## src/rtl/median5_sorter_pkg.sv

```systemverilog
// rtl/median5_sorter_pkg.sv - shared widths, latency, pixel/channel types and min/max helpers
package median_pkg;

    localparam int DATA_W_DEF = 24;
    localparam int CH_W_DEF   = 8;
    localparam int MED5_LAT   = 5;

    typedef logic [DATA_W_DEF-1:0] pixel_t;
    typedef logic [CH_W_DEF-1:0]   channel_t;

    function automatic channel_t ch_min(input channel_t a, input channel_t b);
        return (a < b) ? a : b;
    endfunction

    function automatic channel_t ch_max(input channel_t a, input channel_t b);
        return (a < b) ? b : a;
    endfunction

endpackage

```

## src/rtl/median5_sorter_if.sv

```systemverilog
// rtl/median5_sorter_if.sv - window-in / median-out bundle; MEDIAN5_BYPASS_EN adds the bypass flag
interface median5_sorter_if #(
    parameter int DATA_W = 24
);
    logic              in_valid;
    logic              in_sof;
    logic              in_eol;
    logic [DATA_W-1:0] d0;
    logic [DATA_W-1:0] d1;
    logic [DATA_W-1:0] d2;
    logic [DATA_W-1:0] d3;
    logic [DATA_W-1:0] d4;
`ifdef MEDIAN5_BYPASS_EN
    logic              bypass;
`endif
    logic              out_valid;
    logic              out_sof;
    logic              out_eol;
    logic [DATA_W-1:0] dout;

    modport master (
        output in_valid, in_sof, in_eol, d0, d1, d2, d3, d4,
`ifdef MEDIAN5_BYPASS_EN
        output bypass,
`endif
        input  out_valid, out_sof, out_eol, dout
    );

    modport slave (
        input  in_valid, in_sof, in_eol, d0, d1, d2, d3, d4,
`ifdef MEDIAN5_BYPASS_EN
        input  bypass,
`endif
        output out_valid, out_sof, out_eol, dout
    );

endinterface

```

## src/rtl/median5_sorter_ch.sv

```systemverilog
// rtl/median5_sorter_ch.sv - one channel's 5-stage compare-exchange median network, data only
module median5_ch
    import median_pkg::*;
(
    input  logic     clk,
    input  logic     rst,
    input  channel_t d0,
    input  channel_t d1,
    input  channel_t d2,
    input  channel_t d3,
    input  channel_t d4,
    output channel_t dout
);

    channel_t s1_a, s1_b, s1_c, s1_d, s1_e;
    channel_t s2_x, s2_y, s2_c;
    channel_t s3_lo, s3_hi, s3_y;
    channel_t s4_t, s4_lo;
    channel_t s5_m;

    always_ff @(posedge clk) begin
        if (rst) begin
            s1_a  <= '0;
            s1_b  <= '0;
            s1_c  <= '0;
            s1_d  <= '0;
            s1_e  <= '0;
            s2_x  <= '0;
            s2_y  <= '0;
            s2_c  <= '0;
            s3_lo <= '0;
            s3_hi <= '0;
            s3_y  <= '0;
            s4_t  <= '0;
            s4_lo <= '0;
            s5_m  <= '0;
        end else begin
            s1_a  <= ch_min(d0, d1);
            s1_b  <= ch_max(d0, d1);
            s1_c  <= d2;
            s1_d  <= ch_min(d3, d4);
            s1_e  <= ch_max(d3, d4);
            // larger of the two pair-minima and smaller of the two pair-maxima drop the extremes
            s2_x  <= ch_max(s1_a, s1_d);
            s2_y  <= ch_min(s1_b, s1_e);
            s2_c  <= s1_c;
            s3_lo <= ch_min(s2_x, s2_c);
            s3_hi <= ch_max(s2_x, s2_c);
            s3_y  <= s2_y;
            s4_t  <= ch_min(s3_hi, s3_y);
            s4_lo <= s3_lo;
            s5_m  <= ch_max(s4_lo, s4_t);
        end
    end

    assign dout = s5_m;

endmodule

```

## src/rtl/median5_sorter.sv

```systemverilog
// rtl/median5_sorter.sv - per-channel median of a 5-pixel window, 5-cycle latency; MEDIAN5_BYPASS_EN passes d2 per pixel
module median5_sorter
    import median_pkg::*;
#(
    parameter int DATA_W = DATA_W_DEF,
    parameter int CH_W   = CH_W_DEF
) (
    input  logic            clk,
    input  logic            rst,
    median5_sorter_if.slave bus
);

    localparam int N_CH = DATA_W / CH_W;

    logic [DATA_W-1:0]   med;
    logic [MED5_LAT-1:0] vld_sr;
    logic [MED5_LAT-1:0] sof_sr;
    logic [MED5_LAT-1:0] eol_sr;

    for (genvar k = 0; k < N_CH; k++) begin : g_ch
        median5_ch u_ch (
            .clk  (clk),
            .rst  (rst),
            .d0   (bus.d0[k*CH_W +: CH_W]),
            .d1   (bus.d1[k*CH_W +: CH_W]),
            .d2   (bus.d2[k*CH_W +: CH_W]),
            .d3   (bus.d3[k*CH_W +: CH_W]),
            .d4   (bus.d4[k*CH_W +: CH_W]),
            .dout (med[k*CH_W +: CH_W])
        );
    end

    // sideband is masked on entry so it can never appear without valid
    always_ff @(posedge clk) begin
        if (rst) begin
            vld_sr <= '0;
            sof_sr <= '0;
            eol_sr <= '0;
        end else begin
            vld_sr <= {vld_sr[MED5_LAT-2:0], bus.in_valid};
            sof_sr <= {sof_sr[MED5_LAT-2:0], bus.in_valid & bus.in_sof};
            eol_sr <= {eol_sr[MED5_LAT-2:0], bus.in_valid & bus.in_eol};
        end
    end

    assign bus.out_valid = vld_sr[MED5_LAT-1];
    assign bus.out_sof   = sof_sr[MED5_LAT-1];
    assign bus.out_eol   = eol_sr[MED5_LAT-1];

`ifdef MEDIAN5_BYPASS_EN
    logic [MED5_LAT-1:0] byp_sr;
    logic [DATA_W-1:0]   ctr_sr [MED5_LAT];

    always_ff @(posedge clk) begin
        if (rst) begin
            byp_sr <= '0;
            for (int i = 0; i < MED5_LAT; i++) ctr_sr[i] <= '0;
        end else begin
            byp_sr    <= {byp_sr[MED5_LAT-2:0], bus.bypass};
            ctr_sr[0] <= bus.d2;
            for (int i = 1; i < MED5_LAT; i++) ctr_sr[i] <= ctr_sr[i-1];
        end
    end

    assign bus.dout = byp_sr[MED5_LAT-1] ? ctr_sr[MED5_LAT-1] : med;
`else
    assign bus.dout = med;
`endif

endmodule

```

## src/flat_wrapper.sv

```systemverilog
// flat-port wrapper written by rule: the top's interface ports become plain ports
module median5_sorter_flat import median_pkg::*;
#(
    parameter int DATA_W = DATA_W_DEF,
    parameter int CH_W   = CH_W_DEF
)
  (clk, rst, bus_in_valid, bus_in_sof, bus_in_eol, bus_d0, bus_d1, bus_d2, bus_d3, bus_d4, bus_out_valid, bus_out_sof, bus_out_eol, bus_dout);
  median5_sorter_if #(.DATA_W(DATA_W)) bus_i ();
  input  logic clk;
  input  logic rst;
  input wire logic [$bits(bus_i.in_valid)-1:0] bus_in_valid;
  input wire logic [$bits(bus_i.in_sof)-1:0] bus_in_sof;
  input wire logic [$bits(bus_i.in_eol)-1:0] bus_in_eol;
  input wire logic [$bits(bus_i.d0)-1:0] bus_d0;
  input wire logic [$bits(bus_i.d1)-1:0] bus_d1;
  input wire logic [$bits(bus_i.d2)-1:0] bus_d2;
  input wire logic [$bits(bus_i.d3)-1:0] bus_d3;
  input wire logic [$bits(bus_i.d4)-1:0] bus_d4;
  output wire logic [$bits(bus_i.out_valid)-1:0] bus_out_valid;
  output wire logic [$bits(bus_i.out_sof)-1:0] bus_out_sof;
  output wire logic [$bits(bus_i.out_eol)-1:0] bus_out_eol;
  output wire logic [$bits(bus_i.dout)-1:0] bus_dout;
  assign bus_i.in_valid = bus_in_valid;
  assign bus_i.in_sof = bus_in_sof;
  assign bus_i.in_eol = bus_in_eol;
  assign bus_i.d0 = bus_d0;
  assign bus_i.d1 = bus_d1;
  assign bus_i.d2 = bus_d2;
  assign bus_i.d3 = bus_d3;
  assign bus_i.d4 = bus_d4;
  assign bus_out_valid = bus_i.out_valid;
  assign bus_out_sof = bus_i.out_sof;
  assign bus_out_eol = bus_i.out_eol;
  assign bus_dout = bus_i.dout;
  median5_sorter #(.DATA_W(DATA_W), .CH_W(CH_W)) u_core (.clk(clk), .rst(rst), .bus(bus_i));
endmodule
```

## config.mk

```make
export PLATFORM = sky130hd
export DESIGN_NAME = median5_sorter_flat
export DESIGN_NICKNAME = d
export VERILOG_FILES = /design/src/rtl/median5_sorter_pkg.sv /design/src/rtl/median5_sorter_if.sv /design/src/rtl/median5_sorter_ch.sv /design/src/rtl/median5_sorter.sv /design/src/flat_wrapper.sv
export SDC_FILE = /design/constraint.sdc
export NUM_CORES = 1
export LEC_CHECK = 0
export BUFFER_PORTS_ARGS = -buffer_cell sky130_fd_sc_hd__buf_2
export CORE_MARGIN = 5
export CORE_UTILIZATION = 50
export CTS_CLUSTER_DIAMETER = 200
export DETAILED_ROUTE_END_ITERATION = 6
export HOLD_SLACK_MARGIN = 0.06
export PLACE_DENSITY = 0.81
export SETUP_SLACK_MARGIN = 0.05
export SLEW_MARGIN = 10
export SYNTH_ARGS = -nofsm -noshare
export SYNTH_HDL_FRONTEND = slang
export SYNTH_SLANG_ARGS = --single-unit
```

## constraint.sdc

```tcl
create_clock -name clk -period 1.8 [get_ports clk]
set_clock_uncertainty 0.1 [all_clocks]
set_input_delay 0.09 -clock clk [delete_from_list [all_inputs] [get_ports clk]]
set_output_delay 0.09 -clock clk [all_outputs]
set_load 0.01 [all_outputs]
```

==> impl_metrics.toml, run 1 <==
[run_status]
status = "finished, violations left"
violations = "negative setup slack"

[clock_network]
clk_latency_ps = 530
clk_pin_slew_ps = 60
clock-root-buffer = "clkbuf_16"
clock_path_buffers = 3
cts_tree = "done"
clkSinkCount = 351
htreeDepth = 2
cts_made_buffers = 37

[setup_path]
critical_path_class = "flip-flop to flip-flop"
cp_top_family = "compound AO/OA/AOI/OAI gates"
critical_path.cell_chain = "inv_2 > ha_4 > and3_4 > a221o_1 > a31oi_4 > buf_12 > mux2i_4"
slowest_stage = "dfxtp_2"
startpoint_type = "flip-flop"
worst_ep_arrival_time_ps = 2290
crit_buf_inv = 2
slowest_delay_ps = 350
crit_fanout = 8
cp.required_ps = 2150
worstSetupEndpointType = "flip-flop"

[finish]
multi_input_area_mm2 = 0.0111
layout_common_cells = "nand2_1 (291), dfxtp_1 (263), buf_4 (179)"
seq_area_mm2 = 0.00714
n_fill_cell = 2124
areaGrowthSynthToFinish_pct = 41.5
final_nets = 2669
utilization = 0.719
final_common_cell = "nand2_1"
drive_gt1_frac = 0.305

[yosys]
synth_seq_cells = 351
mappedNetlistArea_mm2 = 0.0176
synth_area_leader_cell = "dfxtp_1"
ys_warn_count = 0
synth_xor_area_frac = 0
synth_cell_types = 34
synthMuxAreaShare = 0.0771
synth_top_area_share = 0.398
synth.top_cells.by_area = "dfxtp_1 (40%), ha_1 (10%), mux2i_1 (7.7%), nand2_1 (6.3%), nand4_1 (4.3%)"
synth_adder_area_share = 0.104
syn_nets = 2234
synth_top_family_by_area = "simple AND/OR/NAND/NOR gates"
syn_area_per_cell_um2 = 8.99
synth_simple_gate_area_frac = 0.228
yosysSeqAreaShare = 0.398
synth_compound_area_frac = 0.126
syn_inst = 1962

[die]
rows = 68
fp.dieW_um = 198
die-area_mm2 = 0.0391
io_pins = 152
die_y_um = 198
coreArea_mm2 = 0.0347
start_util = 0.508

[placed_design]
portBuffers = 151
dp_hpwl_um = 31100
place_congestion = 0.889

[timing]
finalMaxSlewViolations = 0
min_period_ps = 1940
layout_worst_path_cycle_share = 1.08
fmax_mhz = 515
relSlewSlack = 0.507
rsz0062_at_grt = "yes"
tightest_slew_ps = 730
finalSetupViolCount = 69
setup_ws_ps = -143
hold_viol_final = 0

[global_routing]
antenna_found_initial = 1
grt.total_usage = 0.255
grt_pass1_wl_um = 83800
grt_max_degree = 78
grt_pass1_vias = 17100
gr-total-overflow = 0

[job]
cap_viol_max_count = 0

[routing]
routed_wl_um = 56000
drc = 0
drt_iter0_markers = 1543
antenna_left = 0
dr.pass1.iters = 6
vias = 17200
viasPerCell = 6.00
wl_per_cell_um = 19.5

[power]
finalPower_mw = 26.6
vdd.ir_drop.worst_v = 0.00161
p_per_area_mw_per_mm2 = 1070
p_leak_nw = 10.8

[worst_hold_path]
holdCritPathClass = "input pin to flip-flop"
[state kept, by name, indices dropped and copies added (netlist names)]
name                    cells
u_core.sof_sr               5
u_core.g_ch.u_ch.s1_d      24
u_core.g_ch.u_ch.s2_x      24
u_core.g_ch.u_ch.s2_c      24
u_core.g_ch.u_ch.s2_y      24
u_core.g_ch.u_ch.s3_lo     24
u_core.g_ch.u_ch.s1_b      24
u_core.g_ch.u_ch.s3_y      24
u_core.g_ch.u_ch.s1_a      24
u_core.g_ch.u_ch.dout      24
u_core.g_ch.u_ch.s1_e      24
u_core.g_ch.u_ch.s3_hi     24
u_core.g_ch.u_ch.s4_lo     24
u_core.g_ch.u_ch.s4_t      24
u_core.eol_sr               5
u_core.vld_sr               5
u_core.g_ch.u_ch.s1_c      24
[worst register-to-register path, cell delays in order (launching register included)]
cell and delay (ps):
dfxtp_2 350, inv_2 50, ha_4 210, and3_4 180, a221o_1 350, a31oi_4 220
buf_12 180, mux2i_4 250
[timing repair]
item	CTS	global route
hold endpoints to repair	129	2
endpoints found under the setup margin	143	187
hold buffers	153	3
gates resized for setup	188	190
gates cloned	7	5
pin swaps	68	89
setup buffers	19	21
[power by group]
group / leakage, nW / total (mW) / internal [mW] / switching [mW]
Clock: 0.569 / 7.38 / 4.28 / 3.10
Sequential: 2.92 / 9.36 / 8.70 / 0.654
Combinational: 7.34 / 9.88 / 5.12 / 4.76
[path summary, 6_finish.rpt]
check	from	to	slack (ps)	cells past startpoint
max	u_core.g_ch[2].u_ch.s1_d[6]	u_core.g_ch[2].u_ch.s2_x[6]	-140	7
min	rst	u_core.g_ch[2].u_ch.dout[3]	70	3
max reg2reg	u_core.g_ch[2].u_ch.s1_d[6]	u_core.g_ch[2].u_ch.s2_x[6]	-140	7
min reg2reg	u_core.vld_sr[2]	u_core.vld_sr[3]	330	1
[area by class of cell]
class / count / area share
Multi-Input combinational cell: 1326 / 0.443
Antenna cell: 1 / 0.000100
Inverter: 154 / 0.0236
Tap cell: 455 / 0.0228
Clock inverter: 13 / 0.00531
Sequential cell: 351 / 0.286
Timing Repair Buffer: 527 / 0.178
Clock buffer: 49 / 0.0409
[cell families (layout without fill, tap and decap cells)]
logic type | count (synthesis) | in the layout
and+or+nand+nor | 743 | 744
DFF | 351 | 351
AOI/OAI and AO/OA | 297 | 299
buffers and inverters | 288 | 743
adders and majority gates | 147 | 147
muxes | 136 | 136
other | 0 | 1
[through the flow]
step,setup slack (ps),hold WS [ps],std cells,setup TNS (ps),instance area [µm²]
global route,-179,85.6,2876,-8940,25000
CTS,-82.0,64.8,2855,-2140,24000
finish,-143,68.9,2876,-4280,25000
detailed placement,-279,198,2614,-15370,20100
global placement,-243,199,2614,-7650,20100
floorplan,-41.4,112,1962,-1750,17800
[synthesized netlist by cell type (all sizes together)]
| library cell | instances |
|---|---|
| or2 | 7 |
| a21oi | 31 |
| buf | 53 |
| o211a | 5 |
| nand4 | 122 |
| nor2b | 121 |
| a21o | 28 |
| and3 | 63 |
| nand2 | 294 |
| dfxtp | 351 |
| ha | 147 |
| inv | 154 |
| nor3b | 60 |
| and2 | 2 |
| nand2b | 9 |
| clkbuf | 81 |
| o21ai | 21 |
| nand3 | 33 |
| nor2 | 6 |
| nor4b | 2 |
| mux2i | 136 |
| a221o | 7 |
| o211ai | 5 |
| o311ai | 80 |
| a31oi | 120 |
| or4b | 24 |
[layer usage]
metal | global-route usage | wire length [µm]
met4 | 0.118 | 3160
met3 | 0.0402 | 3540
met2 | 0.466 | 28800
met1 | 0.290 | 20500
met5 | 0 | 0
Note: power is estimated with default switching activity, not from simulation.
==> run 2: changes to the inputs <==
--- a/config.mk
+++ b/config.mk
@@ -7,11 +7,11 @@
 export LEC_CHECK = 0
 export BUFFER_PORTS_ARGS = -buffer_cell sky130_fd_sc_hd__buf_2
 export CORE_MARGIN = 5
-export CORE_UTILIZATION = 50
+export CORE_UTILIZATION = 45
 export CTS_CLUSTER_DIAMETER = 200
 export DETAILED_ROUTE_END_ITERATION = 6
 export HOLD_SLACK_MARGIN = 0.06
-export PLACE_DENSITY = 0.81
+export PLACE_DENSITY = 0.63
 export SETUP_SLACK_MARGIN = 0.05
 export SLEW_MARGIN = 10
 export SYNTH_ARGS = -nofsm -noshare
==> run 2 against run 1 <==
Cell count increased by 3.4%. Highest routed layer is now met5. Largest cell class unchanged. First-iteration DRC count shrank 23%. The run still ends with negative setup slack left. Count of clock-buffer cells in the layout is 1 lower. Total power grew 3.4%. Register-to-register slack better by 60 ps. Setup slack improved by 63 ps. Global-route usage fell by 4.1 points. Largest power group unchanged.
==> impl_metrics.toml, run 2 (synthesis results as in run 1) <==
[global_routing]
grt_pass1_vias = 16300
grt.total_usage = 0.214
antenna_found_initial = 5
gr-total-overflow = 0
grt_max_degree = 67
grt_pass1_wl_um = 78900

[routing]
drt_iter0_markers = 1184
routed_wl_um = 50400
vias = 16500
viasPerCell = 5.54
drc = 0
antenna_left = 0
wl_per_cell_um = 17.0
dr.pass1.iters = 6

[finish]
seq_area_mm2 = 0.00715
drive_gt1_frac = 0.324
n_fill_cell = 3055
final_common_cell = "nand2_1"
final_nets = 2691
areaGrowthSynthToFinish_pct = 44.0
multi_input_area_mm2 = 0.0111
layout_common_cells = "nand2_1 (290), dfxtp_1 (257), buf_4 (200)"

[placed_design]
post-place-ws_ps = -362
portBuffers = 151
place_congestion = 0.830
dp_hpwl_um = 31800

[setup_path]
worstSetupEndpointType = "flip-flop"
slowest_delay_ps = 530
r2r.worst_path.cells = 6
crit_fanout = 5
slowest_stage = "or4b_4"
crit_cells = 6
worst_ep_arrival_time_ps = 2290
startpoint_type = "flip-flop"
critical_path_class = "flip-flop to flip-flop"
crit_buf_inv = 0
critical_path.cell_chain = "ha_4 > a21o_1 > a31oi_4 > o21ai_4 > or4b_4 > nand3_2"
cp.required_ps = 2210
cp_top_family = "simple AND/OR/NAND/NOR gates"

[timing]
layout_worst_path_cycle_share = 1.04
setup_ws_ps = -80.1
fmax_mhz = 532
min_period_ps = 1880
finalMaxSlewViolations = 0
finalSetupViolCount = 43
relSlewSlack = 0.375
tightest_slew_ps = 926
rsz0062_at_grt = "yes"
hold_viol_final = 0
finalSetupTns_ps = -1330

[die]
die_y_um = 208
start_util = 0.456
io_pins = 152
fp.dieW_um = 208
coreArea_mm2 = 0.0387
rows = 72
die-area_mm2 = 0.0433

[run_status]
status = "finished, violations left"
violations = "negative setup slack"

[clock_network]
clock_path_buffers = 3
cts_tree = "done"
clock-root-buffer = "clkbuf_16"
clk_latency_ps = 580
clk_pin_slew_ps = 60
cts_made_buffers = 40
clkSinkCount = 351
htreeDepth = 2

[power]
p_per_area_mw_per_mm2 = 1080
vdd.ir_drop.worst_v = 0.000739
p_leak_nw = 11.1

[worst_hold_path]
holdCritPathClass = "input pin to flip-flop"
hold_depth = 5

[job]
cap_viol_max_count = 0
## run 2: path summary, 6_finish.rpt
path / startpoint / end / slack (ps)
worst max-delay path: u_core.g_ch[2].u_ch.s1_b[2] / u_core.g_ch[2].u_ch.s2_y[4] / -80
worst min-delay path: bus_d3[12] / u_core.g_ch[1].u_ch.s1_d[4] / 70
worst max register to register: u_core.g_ch[2].u_ch.s1_b[2] / u_core.g_ch[2].u_ch.s2_y[4] / -80
worst min register to register: u_core.g_ch[1].u_ch.s2_y[5] / u_core.g_ch[1].u_ch.s3_y[5] / 330
## run 2: worst register-to-register path, delay by kind of cell, from the launching register on
kind                     cells  cell delay, ps
flip-flops                   1             340
adder cells (fa/ha/maj)      1             240
AO/OA/AOI/OAI                3             520
AND/OR/NAND/NOR              2             610
## run 2: area by class of cell
class / count / area share
Clock buffer: 48 / 0.0422
Inverter: 154 / 0.0232
Sequential cell: 351 / 0.281
Clock inverter: 26 / 0.0145
Antenna cell: 4 / 0.000394
Multi-Input combinational cell: 1326 / 0.436
Timing Repair Buffer: 546 / 0.177
Tap cell: 518 / 0.0255
## run 2: layer usage
layer	vias up	wire (µm)	GRT usage	part of all wire
met1	7865	20300	0.256	0.40
met2	478	26100	0.388	0.52
met4	2	1780	0.0863	0.035
met5	-	13	0	0.00026
met3	133	2250	0.0300	0.045
li1	7982	-	-	-
## run 2: per-stage QoR
step	total power, mW	cells	hold slack [ps]	utilization	cell area [µm²]
finish	27.5	2973	70.5	0.656	25400
global route	28.8	2973	82.1	0.656	25400
CTS	26.6	2947	60.7	0.630	24400
detailed placement	16.3	2703	195	0.526	20400
global placement	16.1	2703	197	0.526	20400
floorplan	13.6	1962	112	-	17800
## run 2: power breakdown
part / internal, mW / switching [mW]
sequential: 8.71 / 0.615
combinational: 4.91 / 4.55
clock: 5.33 / 3.42
total: 18.9 / 8.58
## run 2: repair_timing
action	4_1_cts	5_1_grt
endpoints found under the hold margin	135	0
setup endpoints to repair	141	209
pin swaps	63	91
buffers inserted	13	19
cloned	8	4
hold buffers	150	0
resized for setup	220	180
